**config.mk**
```make
export PLATFORM = sky130hd
export DESIGN_NAME = pgm_sched_flat
export DESIGN_NICKNAME = d
export VERILOG_FILES = /design/src/rtl/pgm_sched_if.sv /design/src/rtl/pgm_sched.sv /design/src/flat_wrapper.sv
export SDC_FILE = /design/constraint.sdc
export NUM_CORES = 1
export LEC_CHECK = 0
export ABC_AREA = 0
export BUFFER_PORTS_ARGS = -buffer_cell sky130_fd_sc_hd__buf_2
export CAP_MARGIN = 20
export CORE_AREA = 2 2 159 161
export CTS_CLUSTER_DIAMETER = 120
export CTS_CLUSTER_SIZE = 16
export DETAILED_ROUTE_END_ITERATION = 10
export DIE_AREA = 0 0 161 163
export PLACE_DENSITY = 0.93
export SLEW_MARGIN = 5
export SYNTH_ARGS = -nofsm -noshare
export SYNTH_HDL_FRONTEND = slang
export SYNTH_SLANG_ARGS = --single-unit
```
**constraint.sdc**
```tcl
create_clock -name clk -period 25.4 [get_ports clk]
set_clock_uncertainty 0.1 [all_clocks]
set_input_delay 3.81 -clock clk [delete_from_list [all_inputs] [get_ports clk]]
set_output_delay 3.81 -clock clk [all_outputs]
set_load 0.03 [all_outputs]
```
**src/rtl/pgm_sched_if.sv**
```systemverilog
// Bus bundle for the packet generator: config pulses, RAM read port, output
// packet stream and status.
interface pgm_sched_if;
    logic         cfg_start;
    logic         cfg_stop;
    logic [31:0]  cfg_pkt_num;
    logic [15:0]  cfg_gap;
    logic [6:0]   cfg_last_addr;
    logic         ram_rd_en;
    logic [6:0]   ram_raddr;
    logic [143:0] ram_rdata;
    logic [133:0] out_pgm_data;
    logic         out_pgm_data_wr;
    logic         out_pgm_valid_wr;
    logic         out_pgm_valid;
    logic         in_pgm_alf;
    logic         busy;
    logic [31:0]  sent_cnt;

    modport slave (
        input  cfg_start, cfg_stop, cfg_pkt_num, cfg_gap, cfg_last_addr,
        input  ram_rdata, in_pgm_alf,
        output ram_rd_en, ram_raddr, out_pgm_data, out_pgm_data_wr,
        output out_pgm_valid_wr, out_pgm_valid, busy, sent_cnt
    );

    modport master (
        output cfg_start, cfg_stop, cfg_pkt_num, cfg_gap, cfg_last_addr,
        output ram_rdata, in_pgm_alf,
        input  ram_rd_en, ram_raddr, out_pgm_data, out_pgm_data_wr,
        input  out_pgm_valid_wr, out_pgm_valid, busy, sent_cnt
    );
endinterface

```
**src/rtl/pgm_sched.sv**
```systemverilog
// Packet generator: replays a RAM-resident packet a configured number of
// times with fixed idle gaps, gated at packet starts by downstream almost-full.
module pgm_sched (
    input  logic clk,
    input  logic rst,
    pgm_sched_if.slave bus
);
    typedef enum logic [1:0] {S_IDLE, S_READ, S_GAP} state_t;

    state_t        r_state;
    logic [31:0]   r_pkt_num;
    logic [15:0]   r_gap;
    logic [6:0]    r_last;
    logic [31:0]   r_issued;
    logic          r_stop_pend;
    logic [15:0]   r_gap_cnt;
    logic [6:0]    r_addr;
    logic          r_in_pkt;
    logic          r_rd_vld;
    logic          r_rd_last;
    logic [133:0]  r_out_data;
    logic          r_out_wr;
    logic          r_out_valid;
    logic [31:0]   r_sent;

    logic          w_stop;
    logic          w_first_ok;
    logic          w_rd_en;
    logic [6:0]    w_raddr;
    logic          w_rd_last;
    logic [31:0]   w_issued_nx;
    logic          w_done;
    logic          w_unused;

    assign w_unused    = ^bus.ram_rdata[143:134];
    assign w_stop      = r_stop_pend | bus.cfg_stop;
    // A new packet may only begin when downstream has room and no stop is pending.
    assign w_first_ok  = (r_state == S_READ) && !r_in_pkt && !bus.in_pgm_alf && !w_stop;
    assign w_rd_en     = ((r_state == S_READ) && r_in_pkt) || w_first_ok;
    assign w_raddr     = (w_rd_en && r_in_pkt) ? r_addr : 7'd0;
    assign w_rd_last   = w_rd_en && (w_raddr == r_last);
    assign w_issued_nx = r_issued + 32'd1;
    assign w_done      = w_stop || ((r_pkt_num != 32'd0) && (w_issued_nx == r_pkt_num));

    always_ff @(posedge clk or posedge rst) begin
        if (rst) begin
            r_state     <= S_IDLE;
            r_pkt_num   <= '0;
            r_gap       <= '0;
            r_last      <= '0;
            r_issued    <= '0;
            r_stop_pend <= 1'b0;
            r_gap_cnt   <= '0;
            r_addr      <= '0;
            r_in_pkt    <= 1'b0;
            r_rd_vld    <= 1'b0;
            r_rd_last   <= 1'b0;
            r_out_data  <= '0;
            r_out_wr    <= 1'b0;
            r_out_valid <= 1'b0;
            r_sent      <= '0;
        end else begin
            // RAM returns data one cycle after the strobe; the output register adds the second.
            r_rd_vld    <= w_rd_en;
            r_rd_last   <= w_rd_last;
            r_out_wr    <= r_rd_vld;
            r_out_valid <= r_rd_vld & r_rd_last;
            if (r_rd_vld)
                r_out_data <= bus.ram_rdata[133:0];

            if (r_state == S_IDLE && bus.cfg_start)
                r_sent <= '0;
            else if (r_rd_vld && r_rd_last)
                r_sent <= r_sent + 32'd1;

            if (r_state != S_IDLE && bus.cfg_stop)
                r_stop_pend <= 1'b1;

            case (r_state)
                S_IDLE: begin
                    r_stop_pend <= 1'b0;
                    if (bus.cfg_start) begin
                        r_pkt_num <= bus.cfg_pkt_num;
                        r_gap     <= bus.cfg_gap;
                        r_last    <= bus.cfg_last_addr;
                        r_issued  <= '0;
                        r_in_pkt  <= 1'b0;
                        r_addr    <= '0;
                        r_state   <= S_READ;
                    end
                end
                S_READ: begin
                    if (!r_in_pkt && w_stop) begin
                        r_stop_pend <= 1'b0;
                        r_state     <= S_IDLE;
                    end else if (w_rd_en) begin
                        if (w_rd_last) begin
                            r_issued <= w_issued_nx;
                            r_in_pkt <= 1'b0;
                            r_addr   <= '0;
                            if (w_done) begin
                                r_stop_pend <= 1'b0;
                                r_state     <= S_IDLE;
                            end else if (r_gap != 16'd0) begin
                                r_gap_cnt <= r_gap;
                                r_state   <= S_GAP;
                            end
                        end else begin
                            r_in_pkt <= 1'b1;
                            r_addr   <= w_raddr + 7'd1;
                        end
                    end
                end
                S_GAP: begin
                    if (w_stop) begin
                        r_stop_pend <= 1'b0;
                        r_state     <= S_IDLE;
                    end else if (r_gap_cnt == 16'd1) begin
                        r_state <= S_READ;
                    end else begin
                        r_gap_cnt <= r_gap_cnt - 16'd1;
                    end
                end
                default: r_state <= S_IDLE;
            endcase
        end
    end

    assign bus.ram_rd_en        = w_rd_en;
    assign bus.ram_raddr        = w_raddr;
    assign bus.out_pgm_data     = r_out_data;
    assign bus.out_pgm_data_wr  = r_out_wr;
    assign bus.out_pgm_valid_wr = r_out_valid;
    assign bus.out_pgm_valid    = r_out_valid;
    assign bus.busy             = (r_state != S_IDLE);
    assign bus.sent_cnt         = r_sent;
endmodule

```
**src/flat_wrapper.sv**
```systemverilog
// flat-port wrapper written by rule: the top's interface ports become plain ports
module pgm_sched_flat 
  (clk, rst, bus_cfg_start, bus_cfg_stop, bus_cfg_pkt_num, bus_cfg_gap, bus_cfg_last_addr, bus_ram_rdata, bus_in_pgm_alf, bus_ram_rd_en, bus_ram_raddr, bus_out_pgm_data, bus_out_pgm_data_wr, bus_out_pgm_valid_wr, bus_out_pgm_valid, bus_busy, bus_sent_cnt);
  pgm_sched_if bus_i ();
  input  logic clk;
  input  logic rst;
  input wire logic [$bits(bus_i.cfg_start)-1:0] bus_cfg_start;
  input wire logic [$bits(bus_i.cfg_stop)-1:0] bus_cfg_stop;
  input wire logic [$bits(bus_i.cfg_pkt_num)-1:0] bus_cfg_pkt_num;
  input wire logic [$bits(bus_i.cfg_gap)-1:0] bus_cfg_gap;
  input wire logic [$bits(bus_i.cfg_last_addr)-1:0] bus_cfg_last_addr;
  input wire logic [$bits(bus_i.ram_rdata)-1:0] bus_ram_rdata;
  input wire logic [$bits(bus_i.in_pgm_alf)-1:0] bus_in_pgm_alf;
  output wire logic [$bits(bus_i.ram_rd_en)-1:0] bus_ram_rd_en;
  output wire logic [$bits(bus_i.ram_raddr)-1:0] bus_ram_raddr;
  output wire logic [$bits(bus_i.out_pgm_data)-1:0] bus_out_pgm_data;
  output wire logic [$bits(bus_i.out_pgm_data_wr)-1:0] bus_out_pgm_data_wr;
  output wire logic [$bits(bus_i.out_pgm_valid_wr)-1:0] bus_out_pgm_valid_wr;
  output wire logic [$bits(bus_i.out_pgm_valid)-1:0] bus_out_pgm_valid;
  output wire logic [$bits(bus_i.busy)-1:0] bus_busy;
  output wire logic [$bits(bus_i.sent_cnt)-1:0] bus_sent_cnt;
  assign bus_i.cfg_start = bus_cfg_start;
  assign bus_i.cfg_stop = bus_cfg_stop;
  assign bus_i.cfg_pkt_num = bus_cfg_pkt_num;
  assign bus_i.cfg_gap = bus_cfg_gap;
  assign bus_i.cfg_last_addr = bus_cfg_last_addr;
  assign bus_i.ram_rdata = bus_ram_rdata;
  assign bus_i.in_pgm_alf = bus_in_pgm_alf;
  assign bus_ram_rd_en = bus_i.ram_rd_en;
  assign bus_ram_raddr = bus_i.ram_raddr;
  assign bus_out_pgm_data = bus_i.out_pgm_data;
  assign bus_out_pgm_data_wr = bus_i.out_pgm_data_wr;
  assign bus_out_pgm_valid_wr = bus_i.out_pgm_valid_wr;
  assign bus_out_pgm_valid = bus_i.out_pgm_valid;
  assign bus_busy = bus_i.busy;
  assign bus_sent_cnt = bus_i.sent_cnt;
  pgm_sched u_core (.clk(clk), .rst(rst), .bus(bus_i));
endmodule
```
==> metrics.md <==
| Metric | Value |
|---|---|
| Status | completed |
| Root Driver | clkbuf_16 |
| Yosys cell types | 70 |
| CTS clk-pin slew, worst paths | 0.07 ns |
| Area share of fa/ha/maj cells after synthesis | 0.4717% |
| Worst slack at placement | 16.97 ns |
| Post-synthesis mux area share | 16.27% |
| Worst slew pin tran | 1.157 ns |
| Psw | 782.9 µW |
| Cell Pwr Density | 118.3 nW/µm² |
| Proportion of power drawn by combinational gates | 42.7% |
| Share of the synthesized area in the top cell type | 53.58% |
| Synth Warn # | 0 |
| Leading post-synthesis cells by cell area | dfrtp_1 54%, mux2_2 16%, xnor2_1 2.6% |
| Total CTS buffers | 21 |
| Crit path max fanout | 4 |
| Die area | 26240 µm² |
| Setup CP Type | input pin to output port |
| ANT nets after route | 0 |
| Startpoint types | input pin |
| Synthesis-stage register bit count | 284 |
| Layout area overhead | 20.32% |
| Worst rel slew slack | 22.85% |
| DP HPWL | 26.99 mm |
| Setup WS post-layout | 16.94 ns |
| Mapped cell area | 13260 µm² |
| VDD IR-drop max | 0.08322 mV |
| Via/cell ratio | 5.846 |
| Fill count | 1816 |
| Mapped Nets | 1362 |
| Synth Instances | 1153 |
| Die Span Y | 163 µm |
| Setup TNS | 0 ns |
| Rows | 58 |
| Top FF cell, synth | dfrtp_1 |
| Vias in the first global route | 10810 |
| Core box area | 24670 µm² |
| Internal power | 1105 µW |
| Worst-path cell chain | buf_2, nor3_1, o21a_1, buf_2 |
| Metal3 WL | 2.742 mm |
| Gpl congestion | 0.9461 |
| Crit end category | output port |
| Post-CTS Setup Bufs | 0 |
| Req. time, crit path | 21.49 ns |
| CP Buf/Inv Count | 2 |
| Top layer reached by signal wires | met5 |
| Grt ovf | 0 |
| Largest family of logic cells by synthesized area | multiplexers |
| Largest net degree at the start of global routing | 143 |
| Worst skew pair latency | 0.53 ns |
| Synth Area in Compound Gates | 9.236% |
| Drt wl/cell | 20.45 µm |
| Minimum clock period | 8.461 ns |
| Max incr delay on CP | 0.22 ns |
| Final Net Count | 1700 |
| Most common cell in the synthesized netlist | dfrtp_1 |
| Post-synthesis simple-gate area fraction | 13.25% |
| DR vias | 10760 |
| P_leak | 0.007251 µW |
| H-tree depth | 1 |
| Sequential share of power | 40.8% |
| Io pins | 382 |
| Clk buf depth | 3 |
| Clk pwr share | 16.6% |
| Largest area contributor in the netlist | dfrtp_1 |
| Starting DRC count in detailed routing | 891 |
| Initial core utilization | 53.75% |
| EDFF count, synth | 0 |
| Max_cap viols | 0 |
| DRT Wirelength | 37.62 mm |
| Hold buffers post-CTS | 0 |
| Asr flop ratio synth | 100.0% |
| Die Wd | 161 µm |
| Critical path's most frequent cell | buf_2 |
| Seq/Total Area, Yosys | 53.58% |
| Gr usage total | 27.61% |
| Sequential cell area | 7111 µm² |
| Critical path data arrival time | 4.55 ns |
| Tcrit/Tclk final | 33.31% |
| Synth cell count leaders | 284 x dfrtp_1, 189 x mux2_2, 89 x nor2_1 |
| Post-route DRC | 0 |
| Slowest-stage cell, CP | buf_2 |
| CTS sink cnt | 284 |
| Type of the most critical hold path | flip-flop to flip-flop |
| Met1 wire length | 14.22 mm |
| Buffers added on ports | 371 |
| Area of the multi-input gates | 5863 µm² |
| Endpoints failing hold | 0 |
| Initial antenna violation count | 19 |
| Final Setup Violations | 0 |
| CTS tree | yes |
| Post-Synth XOR/XNOR Area | 4.943% |
| DRT Pass-1 Iters | 5 |
| Layout cells sized above 1 | 40.88% |
| Met2 WL | 18.85 mm |
| CTS-repair resized insts | 0 |
| F_max | 118.2 MHz |
| First-pass GRT wire length | 57.76 mm |
| CP top delay family | buffers and inverters |
| RSZ-0062 raised after global routing | no |
| Switch share | 41.47% |
| Final Slew Violations | 0 |
| Avg Synthesized Cell Area | 11.50 µm² |
-- through the flow --
stage	instances	power [µW]	area, µm²	hold WS, ns	util [%]
floorplan	1153	1322	13260	0.2519	-
global placement	1798	1530	15340	0.3822	62.19
detailed placement	1798	1570	15340	0.3851	62.19
CTS	1822	1886	15910	0.3999	64.49
global route	1840	1973	15960	0.4206	64.68
finish	1840	1888	15960	0.4048	64.68
-- power by group through the flow --
stage,combinational [µW],clock (µW),sequential [µW]
finish,806,313,769
global route,854,332,787
detailed placement,800,0,770
global placement,776,0,753
CTS,805,317,764
floorplan,380,0,942
-- sequential cells by signal, summed over array words and instances, names as in the netlist --
name and cells:
u_core.r_last 7, u_core.r_pkt_num 32, u_core.r_rd_last 1, u_core.r_rd_vld 1
u_core.r_gap_cnt 16, u_core.bus.out_pgm_valid 1, u_core.r_in_pkt 1, u_core.r_addr 7
u_core.bus.sent_cnt 32, u_core.bus.out_pgm_data 134, u_core.r_issued 32, u_core.r_state 2
u_core.r_stop_pend 1, u_core.bus.out_pgm_data_wr 1, u_core.r_gap 16
-- layer usage --
| layer | global-route usage [%] | up-vias |
|---|---|---|
| met1 | 33.15 | 5225 |
| met3 | 5.424 | 114 |
| li1 | - | 4868 |
| met4 | 14.29 | 2 |
| met5 | 0 | - |
| met2 | 47.50 | 547 |
-- worst register-to-register path: stages, from the launching register on --
cell and delay, ns:
dfrtp_1 0.49, ha_1 0.32, nand3_1 0.35, nor2_1 0.57, nand3_1 0.38, a311oi_1 0.48
and4b_1 0.31, and4_1 0.26, o21ai_1 0.11, nand2_1 0.39, inv_2 0.16, a22o_1 0.23
-- cell families after synthesis --
| kind of cell | Yosys count |
|---|---|
| muxes | 192 |
| buffers and inverters | 74 |
| DFF | 284 |
| AOI/OAI and AO/OA | 191 |
| adders and majority gates | 5 |
| xor gates and xnor gates | 74 |
| and+or+nand+nor | 333 |
-- placed cells by master (no fill, tap or decap), drive strengths merged, types with 18 or more instances in the layout --
master / synthesis / final
and3: 24 / 24
clkbuf: 52 / 22
dfrtp: 284 / 284
nor4: 21 / 21
nand3: 42 / 42
diode: 0 / 18
nand4: 21 / 21
mux2: 189 / 189
xnor2: 40 / 40
nor3: 18 / 18
xor2: 34 / 34
buf: 11 / 378
o31ai: 22 / 22
a21oi: 32 / 32
nand2: 60 / 60
nor2: 89 / 89
o21ai: 78 / 78
-- cell type report --
type	instances	share of cell area [%]
Clock inverter	2	0.2431
Multi-Input combinational cell	795	36.74
Inverter	11	0.3058
Sequential cell	284	44.56
Antenna cell	18	0.2823
Clock buffer	22	3.317
Tap cell	330	2.587
Timing Repair Buffer	378	11.96
-- final timing paths --
kind | startpoint | to | slack, ns | depth (start not counted)
setup reg to reg | u_core.r_issued[0]$_DFFE_PP0P_ | u_core.r_gap_cnt[5]$_DFFE_PP0P_ | 21.15 | 11
hold reg to reg | u_core.bus.out_pgm_data[32]$_DFFE_PP0P_ | u_core.bus.out_pgm_data[32]$_DFFE_PP0P_ | 0.40 | 1
min in group asynchronous | rst | u_core.bus.out_pgm_data[45]$_DFFE_PP0P_ | 3.42 | 2
max in group asynchronous | rst | u_core.r_rd_vld$_DFF_PP0_ | 20.25 | 3
setup / recovery | bus_cfg_stop | bus_ram_rd_en | 16.94 | 4
hold / removal | u_core.bus.out_pgm_data[32]$_DFFE_PP0P_ | u_core.bus.out_pgm_data[32]$_DFFE_PP0P_ | 0.40 | 1
No activity file was read; power rests on OpenSTA's default activity.
